--- src/rtl/grev_pipe.sv ---
// Two-stage pipelined generalized bit-reverse / or-combine unit (GREV / GORC).
// Stage A applies butterfly stages 0..2 to the incoming operand. Stage B
// applies the remaining stages and holds the result for the consumer.
// Both stages use valid/ready handshakes, so a full pipeline can still
// accept one operation per cycle. Legal XLEN values are 32 and 64.
module grev_pipe #(
    parameter int XLEN  = 32,
    parameter int TAG_W = 4,
    localparam int SW   = (XLEN == 64) ? 6 : 5
) (
    input  logic             clock,
    input  logic             reset,
    input  logic             in_valid,
    output logic             in_ready,
    input  logic             in_op,
    input  logic [XLEN-1:0]  in_rs1,
    input  logic [SW-1:0]    in_rs2,
    input  logic [TAG_W-1:0] in_tag,
    output logic             out_valid,
    input  logic             out_ready,
    output logic [XLEN-1:0]  out_rd,
    output logic [TAG_W-1:0] out_tag
);

    // Number of butterfly stages left for pipeline stage B.
    localparam int HI_W = SW - 3;

    // One butterfly stage k. Bit i of mask M_k is set when bit k of i is clear,
    // which gives 0x55.., 0x33.., 0x0F.., and so on. GORC ORs the swapped
    // value into x; GREV replaces x with it.
    function automatic logic [XLEN-1:0] butterfly(
        input logic [XLEN-1:0] x,
        input int              k,
        input logic            gorc,
        input logic            en
    );
        logic [XLEN-1:0] m;
        logic [XLEN-1:0] s;
        for (int i = 0; i < XLEN; i++) begin
            m[i] = (((i >> k) & 1) == 0);
        end
        s = ((x & m) << (1 << k)) | ((x & ~m) >> (1 << k));
        if (!en) begin
            return x;
        end
        return gorc ? (x | s) : s;
    endfunction

    // Stage A state.
    logic             valid_a_reg;
    logic             op_a_reg;
    logic [XLEN-1:0]  x_a_reg;
    logic [HI_W-1:0]  hi_a_reg;
    logic [TAG_W-1:0] tag_a_reg;

    // Stage B (output) state.
    logic             out_valid_reg;
    logic [XLEN-1:0]  out_rd_reg;
    logic [TAG_W-1:0] out_tag_reg;

    // Combinational butterfly chains feeding each stage register.
    logic [3:0][XLEN-1:0]    a_chain;
    logic [HI_W:0][XLEN-1:0] b_chain;

    logic adv_b;

    // Stage B may load whenever it is empty or its result leaves this cycle.
    assign adv_b    = !out_valid_reg || out_ready;
    assign in_ready = !valid_a_reg || adv_b;

    assign a_chain[0] = in_rs1;
    assign b_chain[0] = x_a_reg;

    genvar gi;
    generate
        for (gi = 0; gi < 3; gi++) begin : g_stage_a
            assign a_chain[gi+1] = butterfly(a_chain[gi], gi, in_op, in_rs2[gi]);
        end
        for (gi = 0; gi < HI_W; gi++) begin : g_stage_b
            assign b_chain[gi+1] = butterfly(b_chain[gi], gi + 3, op_a_reg, hi_a_reg[gi]);
        end
    endgenerate

    // Stage A: capture a new operation (or a bubble) whenever it can advance.
    always_ff @(posedge clock or posedge reset) begin
        if (reset) begin
            valid_a_reg <= 1'b0;
            op_a_reg    <= 1'b0;
            x_a_reg     <= '0;
            hi_a_reg    <= '0;
            tag_a_reg   <= '0;
        end else if (in_ready) begin
            valid_a_reg <= in_valid;
            if (in_valid) begin
                op_a_reg  <= in_op;
                x_a_reg   <= a_chain[3];
                hi_a_reg  <= in_rs2[SW-1:3];
                tag_a_reg <= in_tag;
            end
        end
    end

    // Stage B: take stage A's result on advance; hold it while stalled.
    always_ff @(posedge clock or posedge reset) begin
        if (reset) begin
            out_valid_reg <= 1'b0;
            out_rd_reg    <= '0;
            out_tag_reg   <= '0;
        end else if (adv_b) begin
            out_valid_reg <= valid_a_reg;
            if (valid_a_reg) begin
                out_rd_reg  <= b_chain[HI_W];
                out_tag_reg <= tag_a_reg;
            end
        end
    end

    assign out_valid = out_valid_reg;
    assign out_rd    = out_rd_reg;
    assign out_tag   = out_tag_reg;

endmodule

--- config.mk ---
export PLATFORM = sky130hd
export DESIGN_NAME = grev_pipe
export DESIGN_NICKNAME = d
export VERILOG_FILES = /design/src/rtl/grev_pipe.sv
export SDC_FILE = /design/constraint.sdc
export NUM_CORES = 1
export LEC_CHECK = 0
export CORE_MARGIN = 2
export CORE_UTILIZATION = 58
export CTS_CLUSTER_DIAMETER = 100
export CTS_CLUSTER_SIZE = 16
export DETAILED_ROUTE_END_ITERATION = 8
export PLACE_DENSITY = 0.86
export SYNTH_ARGS = -nofsm -noshare
export SYNTH_HDL_FRONTEND = slang
export SYNTH_SLANG_ARGS = --single-unit
--- constraint.sdc ---
create_clock -name clock -period 5.65 [get_ports clock]
set_input_delay 0.8475 -clock clock [delete_from_list [all_inputs] [get_ports clock]]
set_output_delay 0.8475 -clock clock [all_outputs]
set_load 0.02 [all_outputs]
# Yosys cells after proc, flatten, opt, wreduce, memory -nomap -nowiden
# Index checks and enable logic that the tools add are counted.
[word_totals]
mem_count = 0
in_bits = 46
ramBits = 0
latch_bits = 0
rom_bits = 0
elab_cells = 34
register_bits = 77
[classes]
n_bitwise = 10
n_reduce_logical = 6
n_eq_ne = 0
mux = 10
n_mul = 0
n_shift = 0
order_cmp = 0
n_div = 0
addsub = 0
[ops]
columns = ["operator", "n"]
rows = [
  ["$mux W32", 10],
  ["$or A32 B32 Y32", 5],
  ["$or A32 B16 Y32", 1],
  ["$or A32 B24 Y32", 1],
  ["$or A32 B28 Y32", 1],
  ["$or A32 B30 Y32", 1],
  ["$or A32 B31 Y32", 1],
  ["$reduce_and A2 Y1", 2],
  ["$logic_not A1 Y1", 2],
  ["$logic_or A1 B1 Y1", 2],
]

# Logic depth before layout (Yosys ltp)
# Gate-level depths: netlist of run 1.
[depth]
word_depth = 12
mapped_depth = 8

# Worst setup path after synthesis of run 1
# OpenSTA, ideal clock, no wires.
[synth_path]
path_kind = "input to register"
from = "in out_ready"
to = "reg tag_a_reg[0]"
slack_ps = 3539
arrival_time_ps = 1983
required_ps = 5522
path_stages = 5
setup_ps = 128
path_buffers = 2
cell_sequence = "nand3b_1 -> and2_1 -> buf_2 -> buf_2 -> mux2_1"
[synth_between]
elab_chain_len = 3
[synth_lines]
columns = ["element", "line", "rtl"]
rows = [
  ["start: declaration", "20", "input logic out_ready,"],
  ["$logic_or A1 B1 Y1", "68", "assign adv_b = !out_valid_reg || out_ready;"],
  ["$logic_or A1 B1 Y1", "69", "assign in_ready = !valid_a_reg || adv_b;"],
  ["$reduce_and A2 Y1 (no source line)", "--", ""],
  ["end signal: assignment", "98", "tag_a_reg <= in_tag;"],
  ["end: declaration", "54", "logic [TAG_W-1:0] tag_a_reg;"],
]
# No other way between the ends.
# A chain may end at the register's enable or synchronous reset.

# Worst setup path after layout of run 1
[layout_path]
from = "in in_rs2[2]"
to = "reg x_a_reg[6]"
[layout_between]
elab_chain_len = 1
[layout_lines]
columns = ["element", "line", "rtl"]
rows = [
  ["start: declaration", "17", "input logic [SW-1:0] in_rs2,"],
  ["$mux W32", "46", "return gorc ? (x | s) : s;"],
  ["end signal: assignment", "96", "x_a_reg <= a_chain[3];"],
  ["end: declaration", "52", "logic [XLEN-1:0] x_a_reg;"],
]
# No other way between the ends.

==> summary.md, run 1 <==
| Metric | Value |
|---|---|
| Final Util | 69.93% |
| Internal power | around 1.2 mW |
| Post-synthesis mux area share | 2.546% |
| CP arrival | about 3.6 ns |
| Fraction of registers with async set/reset | 100.0% |
| Comb pwr share | 36.4% |
| Area leader, netlist | dfrtp_1 |
| Maximum vdd ir drop | approximately 0.14 mV |
| Setup Fix Bufs, Post-CTS | 0 |
| Netlist Area Pre-Place | 4865 um^2 |
| CTS Root Cell | clkbuf_8 |
| Cells after synthesis | ~540 |
| Largest net degree at the start of global routing | 78 |
| Main synth FF type | dfrtp_1 |
| Placer Congestion | 0.8958 |
| Leak | approximately 2.3 nW |
| Synth cell types | 28 |
| P&R area growth vs syn | 17.52% |
| DP Cell Count | ~670 |
| Vias in the first global route | between 4k and 5k |
| Sequential area share after synthesis | ~40% |
| Die Ht | 95.58 um |
| First-pass GRT wire length | 19.68 mm |
| Fin crit period | roughly 3.4 ns |
| Critical Path RT | ~6 ns |
| Nets | about 620 |
| Clk sinks | 77 |
| Share of cells above drive strength 1 | between 7 and 8% |
| CTS clock-pin slew for the worst setup and hold paths | ~0.090 ns |
| Fin. max-slew vios | 0 |
| Max_cap viols | 0 |
| Slowest stage delay, CP | 1.25 ns |
| HP Class | flip-flop to flip-flop |
| Max_slew headroom | between 20% and 30% |
| Sw Ratio | a little under two fifths |
| Simple-Gate Fraction of Synth Area | 11.50% |
| RSZ-0062 raised after global routing | no |
| Crit-path max FO | 33 |
| Initial Util | between 50% and 60% |
| Setup-failing EPs final | 0 |
| Die area | around 9000 um^2 |
| GRT Overall Usage | between 20 and 30% |
| Slew @ Worst Pin | 1.180 ns |
| Synth top area share | just under 40% |
| Status | completed |
| Synth Area in Compound Gates | between 30% and 40% |
| Fmax | around 0.29 GHz |
| Post-CTS Hold Buffers | 0 |
| Clock share of power | 23.3% |
| Power density of the placed cells | 334.4 nW/um^2 |
| Io pins | 84 |
| Non-Filler Instances | slightly below 700 |
| DRT antenna net count | 0 |
| Ant. Diodes | 0 |
| Post-Synth XOR/XNOR Area | 0% |
| YS warnings | 0 |
| Register bit count reported by yosys | slightly below 80 |
| Count leader, synth | dfrtp_1 |
| DR DRC count | 0 |
| Initial DRC count | roughly 450 |
| Mapped Nets | approximately 600 |
| CP Capture Type | flip-flop |
| Adder-Cell Fraction of Synth Area | 0% |
| Worst clock skew | between 0.01 and 0.015 ns |
| Wire per inst | 18.09 um |
| Worst-case clock buffer depth | 2 |
| Reg power frac | ~40% |
| Post-DP HPWL | a little under 9 mm |
| Clk_lat worst skew | 0.36 ns |
| Avg Synthesized Cell Area | 8.975 um^2 |
| Main combinational cell family by area after synthesis | compound AO/OA/AOI/OAI gates |
| Detailed-route wire length | around 12 mm |
| CTS resizes | 0 |
| Number of synthesized flops with an enable pin | 0 |
| Commonest cells post-synth | dfrtp_1, nand2_1, a22oi_1 |
| Grt total ovfl | 0 |
| CP cell instances | clkdlybuf4s50_1 > nand2b_1 > a22oi_1 > a21oi_1 |
| Setup TNS | 0 ns |
| TritonCTS buffer count | 9 |
| Nature of the critical path startpoint | primary input |
| Chip Width | about 96 um |
| Psw | between 0.7 and 0.8 mW |
| Antenna violations before repair | 0 |
| CTS tree | yes |
| I/O Buffers | between 80 and 90 |
| Crit Path Class | primary input to flip-flop |
| Via count | about 4.6k |
| # rows | 33 |
| Ranking of synthesized cells by area | dfrtp_1, a22oi_1, a22o_1 |
| Vias/cell | between 6 and 7 |
| Htree depth | 3 |
| Final worst-path cycle share | approximately three fifths |
| Core Area | ~8200 um^2 |
| Crit-path slowest cell | clkdlybuf4s50_1 |
| Drt first pass iters | 5 |
| Final hold vios | 0 |
-- cells by family after synthesis --
family	after synthesis
AOI/OAI and AO/OA	261
buffers and inverters	63
muxes	11
DFF	77
and+or+nand+nor	130
-- critical path, delay by kind of cell --
family / cells / cell delay [ns]
buffers and inverters: 1 / 1.25
AOI/OAI and AO/OA: 2 / 0.56
and+or+nand+nor: 1 / 0.93
-- layer usage --
metal | up-vias | global-route usage [%] | wire length (um)
met4 | 0 | 12.14 | 390
met3 | 33 | 4.585 | 877
met5 | - | 0 | 0
li1 | 2138 | - | -
met1 | 2191 | 37.25 | 5251
met2 | 243 | 44.00 | 5928
-- per-stage QoR --
step / area, um^2 / total power [mW] / hold WS, ns / worst slack [ns]
after floorplan: 4865 / 1.193 / 0.4541 / 2.836
after CTS: 5717 / 1.909 / 0.4899 / 2.335
after global routing: 5717 / 2.019 / 0.5154 / 2.124
final: 5717 / 1.912 / 0.4879 / 2.227
after global placement: 5507 / 1.439 / 0.4599 / 2.125
after detailed placement: 5507 / 1.469 / 0.4713 / 1.966
-- layout by cell type, fill, tap and decap left out, types with 7 or more instances in the layout --
master,Yosys,routed
a22oi_1,58,58
nand2_1,73,72
a221oi_2,10,10
clkdlybuf4s50_1,0,82
a21oi_1,16,16
mux2_2,8,8
nor2_1,32,32
a31oi_1,16,16
nand2b_1,7,7
a22o_1,46,46
a211oi_1,14,14
nor2b_1,14,14
dfrtp_1,77,77
clkbuf_8,0,9
o21ai_1,33,33
a32oi_1,26,26
o21ai_0,37,37
-- power by group through the flow --
| stage | Clock, mW | Sequential [mW] | Combinational [mW] |
|---|---|---|---|
| after floorplan | 0 | 0.832 | 0.361 |
| after global placement | 0 | 0.769 | 0.670 |
| after detailed placement | 0 | 0.779 | 0.690 |
| after CTS | 0.447 | 0.768 | 0.694 |
| after global routing | 0.476 | 0.785 | 0.757 |
| final | 0.446 | 0.769 | 0.696 |
-- path summary, 6_finish.rpt --
| path | start | cells after the start | end | slack, ns |
|---|---|---|---|---|
| max | in_rs2[2] | 4 | x_a_reg[6]$_DFFE_PP0P_ | 2.23 |
| min | out_rd[31]$_DFFE_PP0P_ | 2 | out_rd[31]$_DFFE_PP0P_ | 0.49 |
| max reg2reg | hi_a_reg[0]$_DFFE_PP0P_ | 4 | out_rd[10]$_DFFE_PP0P_ | 2.76 |
| min reg2reg | out_rd[31]$_DFFE_PP0P_ | 2 | out_rd[31]$_DFFE_PP0P_ | 0.49 |
| max in group asynchronous | reset | 3 | x_a_reg[7]$_DFFE_PP0P_ | 3.95 |
| min in group asynchronous | reset | 3 | out_rd[24]$_DFFE_PP0P_ | 1.10 |
-- cell type report --
cell class / count / area, um^2
clock buffers: 9 / 123.9
clock inverters: 7 / 86.33
fillers: 649 / 2459
inverters: 2 / 7.507
multi-input cells: 402 / 2592
flip-flops and latches: 77 / 1927
well taps: 105 / 131.4
repair buffers: 86 / 848.3
Note: power is estimated with default switching activity, not from simulation.
==> run 2: changes to the inputs <==
Settings changed: CORE_UTILIZATION 58 to 54, PLACE_DENSITY 0.86 to 0.81.
Clock period 5.65 ns to 3.5 ns, I/O delays scaled along.
==> summary.md, run 2 (synthesis results as in run 1) <==
| Metric | Value |
|---|---|
| Worst reg-to-reg setup slack | 1.47 ns (-1.29 ns) |
| Hold Path Cell Cnt | 2 (unchanged) |
| P&R area growth vs syn | 19.55% |
| CP cell instances | clkdlybuf4s50_1 > nand2b_1 > a32oi_1 > o21ai_1 > a22oi_1 > a21oi_1 |
| Placement Cell Area | 5605 um^2 (+1.8%) |
| DR DRC count | 0 (unchanged) |
| CTS tree | yes |
| Final Util | 66.69% (-3.2 points) |
| Final Cell Area | 5816 um^2 (+1.7%) |
| Fmax | about 0.43 GHz |
| Worst R2R End | out_rd[2]$_DFFE_PP0P_ |
| Worst clock skew | 0.009774 ns (-0.003017 ns) |
| Hold Path Origin | out_rd[31]$_DFFE_PP0P_ |
| Chip Width | 98.92 um (+3.5%) |
| Ant. Diodes | 0 (unchanged) |
| Htree depth | 3 (unchanged) |
| Vias in the first global route | 4182 (+4.3%) |
| CP Buf/Inv Count | 1 (unchanged) |
| Crit path max-delay family | buffers and inverters |
| Die area | 9784 um^2 (+7.1%) |
| Nature of the critical path startpoint | primary input |
| Wire per inst | 18.17 um (+0.45%) |
| Non-Filler Instances | 702 (+2.0%) |
| Most frequent cells in the layout | clkdlybuf4s50_1, dfrtp_1, nand2_1, a22oi_1, a22o_1 |
| CP Capture Type | flip-flop |
| Share of cells above drive strength 1 | 9.259% (+1.7 points) |
| Worst-case clock buffer depth | 2 (unchanged) |
| GRT Overall Usage | 26.50% (-1.2 points) |
| Slew @ Worst Pin | 1.059 ns (-0.1209 ns) |
| Final worst-path cycle share | 66.77% |
| Crit Path Class | primary input to flip-flop |
| TritonCTS buffer count | 9 (unchanged) |
| Vias/cell | 6.548 (-2.2%) |
| RSZ-0062 raised after global routing | no |
| Max_cap viols | 0 (unchanged) |
| DP Cell Count | 686 (+2.1%) |
| Final hold vios | 0 (unchanged) |
| Setup Fix Bufs, Post-CTS | 0 (unchanged) |
| Post-DP HPWL | 9.223 mm (+6.5%) |
| Largest net degree at the start of global routing | 59 (-24%) |
| Setup-failing EPs final | 0 (unchanged) |
| Status | completed |
| CTS clock-pin slew for the worst setup and hold paths | 0.09 ns (about the same) |
| Slowest stage delay, CP | 0.81 ns (-0.44 ns) |
| Detailed-route wire length | 12.76 mm (+2.5%) |
| Crit-path slowest cell | clkdlybuf4s50_1 |
| Crit-path max FO | 18 (-45%) |
| Core Area | 8721 um^2 (+6.7%) |
| Setup TNS | 0 ns (unchanged) |
| Initial Util | 55.78% (-3.7 points) |
| # rows | 34 (+3.0%) |
| Clk sinks | 77 (unchanged) |
| RR Startpoint | op_a_reg$_DFFE_PP0P_ |
| DRT antenna net count | 0 (unchanged) |
| Clk_lat worst skew | 0.37 ns (about the same) |
| Drt first pass iters | 6 (+1) |
| Reg2reg path depth | 4 (unchanged) |
| Grt total ovfl | 0 (unchanged) |
| Die Ht | 98.92 um (+3.5%) |
| Maximum vdd ir drop | 0.2556 mV (+81%) |
| Io pins | 84 (unchanged) |
| Hold Path End | out_rd[31]$_DFFE_PP0P_ |
| Nets | 635 (+1.8%) |
| Power density of the placed cells | 534.0 nW/um^2 (+60%) |
| Leak | 2.359 nW (+2.5%) |
| Critical Path RT | 3.72 ns (-2.11 ns) |
| First-pass GRT wire length | 20.81 mm (+5.8%) |
| Crit path launch | in_rs2[1] |
| Via count | 4597 (-0.17%) |
| CTS resizes | 0 (unchanged) |
| Fin. max-slew vios | 0 (unchanged) |
| Antenna violations before repair | 0 (unchanged) |
| Placer Congestion | 0.9248 (+3.2%) |
| Max_slew headroom | 29.40% (+8.1 points) |
| CP arrival | 2.56 ns (-1.05 ns) |
| Post-CTS Hold Buffers | 0 (unchanged) |
| HP Class | flip-flop to flip-flop |
| I/O Buffers | 83 (unchanged) |
| Fin crit period | 2.337 ns |
| Initial DRC count | 358 (-21%) |
| Commonest non-fill, non-tap cell in the layout | clkdlybuf4s50_1 |
| CTS Root Cell | clkbuf_8 |
## run 2: worst max-delay path by stage
stage                                          to  cells after the start  slack (ns)
after CTS                                in_ready                      3        1.19
after global routing       x_a_reg[7]$_DFFE_PP0P_                      6        1.02
after floorplan           hi_a_reg[0]$_DFFE_PP0P_                      1        1.01
final                      x_a_reg[7]$_DFFE_PP0P_                      6        1.16
after global placement     x_a_reg[7]$_DFFE_PP0P_                      6        0.87
after detailed placement   x_a_reg[7]$_DFFE_PP0P_                      6        0.81
## run 2: worst min-delay path: cells and delay by family, from the launching register on
| kind | cells | cell delay (ns) |
|---|---|---|
| flip-flops | 1 | 0.35 |
| AND/OR/NAND/NOR | 1 | 0.04 |
| AO/OA/AOI/OAI | 1 | 0.06 |
## run 2: power breakdown
| part | leakage [nW] | switching, mW | internal, mW |
|---|---|---|---|
| Combinational | 1.39 | 0.633 | 0.532 |
| Clock | 0.105 | 0.382 | 0.347 |
| Sequential | 0.862 | 0.132 | 1.08 |
## run 2: layer usage
metal,track usage (%),up-vias,part of all wire [%]
met5,0,-,0
met4,10.75,0,2.5
met3,4.681,26,6.7
met2,42.00,215,48
met1,36.16,2184,43
li1,-,2172,-
## run 2: cell type report
cell class | instances | area, um^2
repair buffers | 97 | 943.4
well taps | 108 | 135.1
flip-flops and latches | 77 | 1927
clock inverters | 7 | 86.33
inverters | 2 | 7.507
clock buffers | 9 | 123.9
multi-input cells | 402 | 2592
fillers | 741 | 2905
## run 2: stage by stage
stage          hold slack [ns]  total power [mW]  setup slack (ns)
6_report                0.4828             3.105             1.163
5_1_grt                 0.5075             3.273             1.024
4_1_cts                 0.4891             3.110             1.188
3_5_place_dp            0.4701             2.391            0.8102
3_3_place_gp            0.4623             2.351            0.8749
2_1_floorplan           0.4541             1.926             1.008
==> run 3: changes to the inputs <==
Clock period 3.5 ns to 2.28 ns, I/O delays scaled along.
==> summary.md, run 3 (synthesis results as in run 1) <==
| Metric | Value |
|---|---|
| Fmax | between 0.5 and 0.6 GHz |
| Htree depth | 3 (unchanged) |
| Fin crit period | about 1.9 ns |
| Power density of the placed cells | 806.7 nW/um^2 (+51%) |
| CTS tree | yes |
| GRT Overall Usage | 25.30% (-1.2 points) |
| Nature of the critical path startpoint | primary input |
| CP cell instances | clkdlybuf4s50_1 > nand3b_1 > clkdlybuf4s50_1 |
| Total power | 4.733 mW (+52%) |
| Setup TNS | 0 ns (unchanged) |
| Max_slew headroom | 39.94% (+11 points) |
| Drt first pass iters | 5 (-1) |
| HP Class | primary input to async pin |
| Most frequent CP cell | clkdlybuf4s50_1 |
| Slew @ Worst Pin | 0.9008 ns (-0.1581 ns) |
| Fin Hold WS | 0.4433 ns (-0.03954 ns) |
| Antenna violations before repair | 0 (unchanged) |
| CP Buf/Inv Count | 2 (+1) |
| Setup-failing EPs final | 0 (unchanged) |
| CTS Root Cell | clkbuf_8 |
| Placer Congestion | 0.9239 (about the same) |
| Critical Path RT | 1.94 ns (-1.78 ns) |
| Placement Cell Area | 5662 um^2 (+1.0%) |
| Final Cell Area | 5867 um^2 (+0.88%) |
| Largest net degree at the start of global routing | 78 (+32%) |
| Commonest non-fill, non-tap cell in the layout | clkdlybuf4s50_1 |
| Comb pwr share | 38.2% (+0.7 points) |
| Final hold vios | 0 (unchanged) |
| CP arrival | 1.55 ns (-1.01 ns) |
| Max_cap viols | 0 (unchanged) |
| CTS resizes | 0 (unchanged) |
| # rows | 34 (unchanged) |
| DR DRC count | 0 (unchanged) |
| Nets | 637 (+0.31%) |
| Crit path max-delay family | buffers and inverters |
| Internal power | 3.007 mW (+54%) |
| Leak | 2.367 nW (+0.36%) |
| Via count | 4566 (-0.67%) |
| Worst-case clock buffer depth | 2 (unchanged) |
| Crit Path Class | primary input to output port |
| Maximum vdd ir drop | 0.3392 mV (+33%) |
| Initial Util | 55.78% (unchanged) |
| Chip Width | 98.92 um (unchanged) |
| Ant. Diodes | 0 (unchanged) |
| Filler cells | 718 (-3.1%) |
| P&R area growth vs syn | 20.60% |
| Core Area | 8721 um^2 (unchanged) |
| Grt total ovfl | 0 (unchanged) |
| Post-CTS Hold Buffers | 0 (unchanged) |
| Crit-path slowest cell | clkdlybuf4s50_1 |
| Reg power frac | 39.3% (+0.3 points) |
| Die area | 9784 um^2 (unchanged) |
| Io pins | 84 (unchanged) |
| RSZ-0062 raised after global routing | no |
| Clk_lat worst skew | 0.36 ns (about the same) |
| Clock share of power | 22.6% (-0.9 points) |
| Final worst-path cycle share | between 80 and 90% |
| Slowest stage delay, CP | 0.61 ns (-0.20 ns) |
| I/O Buffers | 83 (unchanged) |
| Fin. max-slew vios | 0 (unchanged) |
| Psw | 1.725 mW (+50%) |
| Share of cells above drive strength 1 | 9.564% (+0.30 points) |
| First-pass GRT wire length | 20.13 mm (-3.3%) |
| Detailed-route wire length | 12.52 mm (-1.9%) |
| Vias in the first global route | 3988 (-4.6%) |
| Wire per inst | 17.78 um (-2.2%) |
| TritonCTS buffer count | 9 (unchanged) |
| Status | completed |
| Worst clock skew | 0.01480 ns (+0.005027 ns) |
| Sw Ratio | 36.46% (-0.48 points) |
| Vias/cell | 6.486 (-0.96%) |
| DRT antenna net count | 0 (unchanged) |
| CTS clock-pin slew for the worst setup and hold paths | 0.09 ns (about the same) |
| Die Ht | 98.92 um (unchanged) |
| Setup Fix Bufs, Post-CTS | 0 (unchanged) |
| CP Capture Type | output port |
| Most frequent cells in the layout | clkdlybuf4s50_1, dfrtp_1, nand2_1, a22oi_1, a22o_1 |
| Post-DP HPWL | 8.893 mm (-3.6%) |
| Crit-path max FO | 3 (-15) |
| Initial DRC count | 358 (unchanged) |
| Clk sinks | 77 (unchanged) |
run 3: cell count changes in the layout (fill, tap and decap cells not counted):
cell / delta
buf_12: +3
inv_6: -1
buf_4: -1
inv_2: -1
inv_8: -1
clkinvlp_4: +3
run 3: final timing paths:
| check | start | end | slack, ns | cells past startpoint |
|---|---|---|---|---|
| worst max-delay path | out_ready | in_ready | 0.39 | 3 |
| worst min-delay path | reset | out_rd[7]$_DFFE_PP0P_ | 0.44 | 3 |
| worst max register to register | op_a_reg$_DFFE_PP0P_ | out_rd[14]$_DFFE_PP0P_ | 0.49 | 4 |
| worst min register to register | out_rd[31]$_DFFE_PP0P_ | out_rd[31]$_DFFE_PP0P_ | 0.48 | 2 |
| max in group asynchronous | reset | x_a_reg[11]$_DFFE_PP0P_ | 1.52 | 3 |
| min in group clock | out_rd[31]$_DFFE_PP0P_ | out_rd[31]$_DFFE_PP0P_ | 0.48 | 2 |
run 3: routing by layer:
metal  global-route usage [%]  vias to the layer above  wire length, um
met5                        0                        -                0
met4                    6.217                        0              162
met3                    3.262                       11              735
met2                    40.12                      176             5967
met1                    37.06                     2206             5651
li1                         -                     2173                -
run 3: power by group through the flow:
stage | sequential [mW] | clock, mW | combinational (mW)
floorplan | 2.06 | 0 | 0.896
global placement | 1.87 | 0 | 1.76
detailed placement | 1.89 | 0 | 1.79
CTS | 1.86 | 1.08 | 1.80
global route | 1.89 | 1.13 | 1.96
finish | 1.86 | 1.07 | 1.81
run 3: final cells by class:
cell class,count,area (um^2),area share [%]
sequential,77,1927,32.84
clock buffer,9,123.9,2.111
clock inverter,7,81.33,1.386
multi-input combinational,402,2592,44.19
inverter,2,11.26,0.1919
timing repair buffer,99,996.0,16.98
tap,108,135.1,2.303
run 3: through the flow:
step	setup slack [ns]	instances	utilization (%)
after floorplan	0.5927	542	-
after global placement	0.1926	688	64.92
after detailed placement	0.1208	688	64.92
after CTS	0.3825	704	67.27
after global routing	0.2741	704	67.27
final	0.3884	704	67.27
run 3: worst reg2reg max path, delay by kind of cell (launching register included):
| kind | cells | cell delay, ns |
|---|---|---|
| and+or+nand+nor | 1 | 0.57 |
| DFF | 1 | 0.42 |
| buffers and inverters | 1 | 0.38 |
| AOI/OAI and AO/OA | 2 | 0.31 |
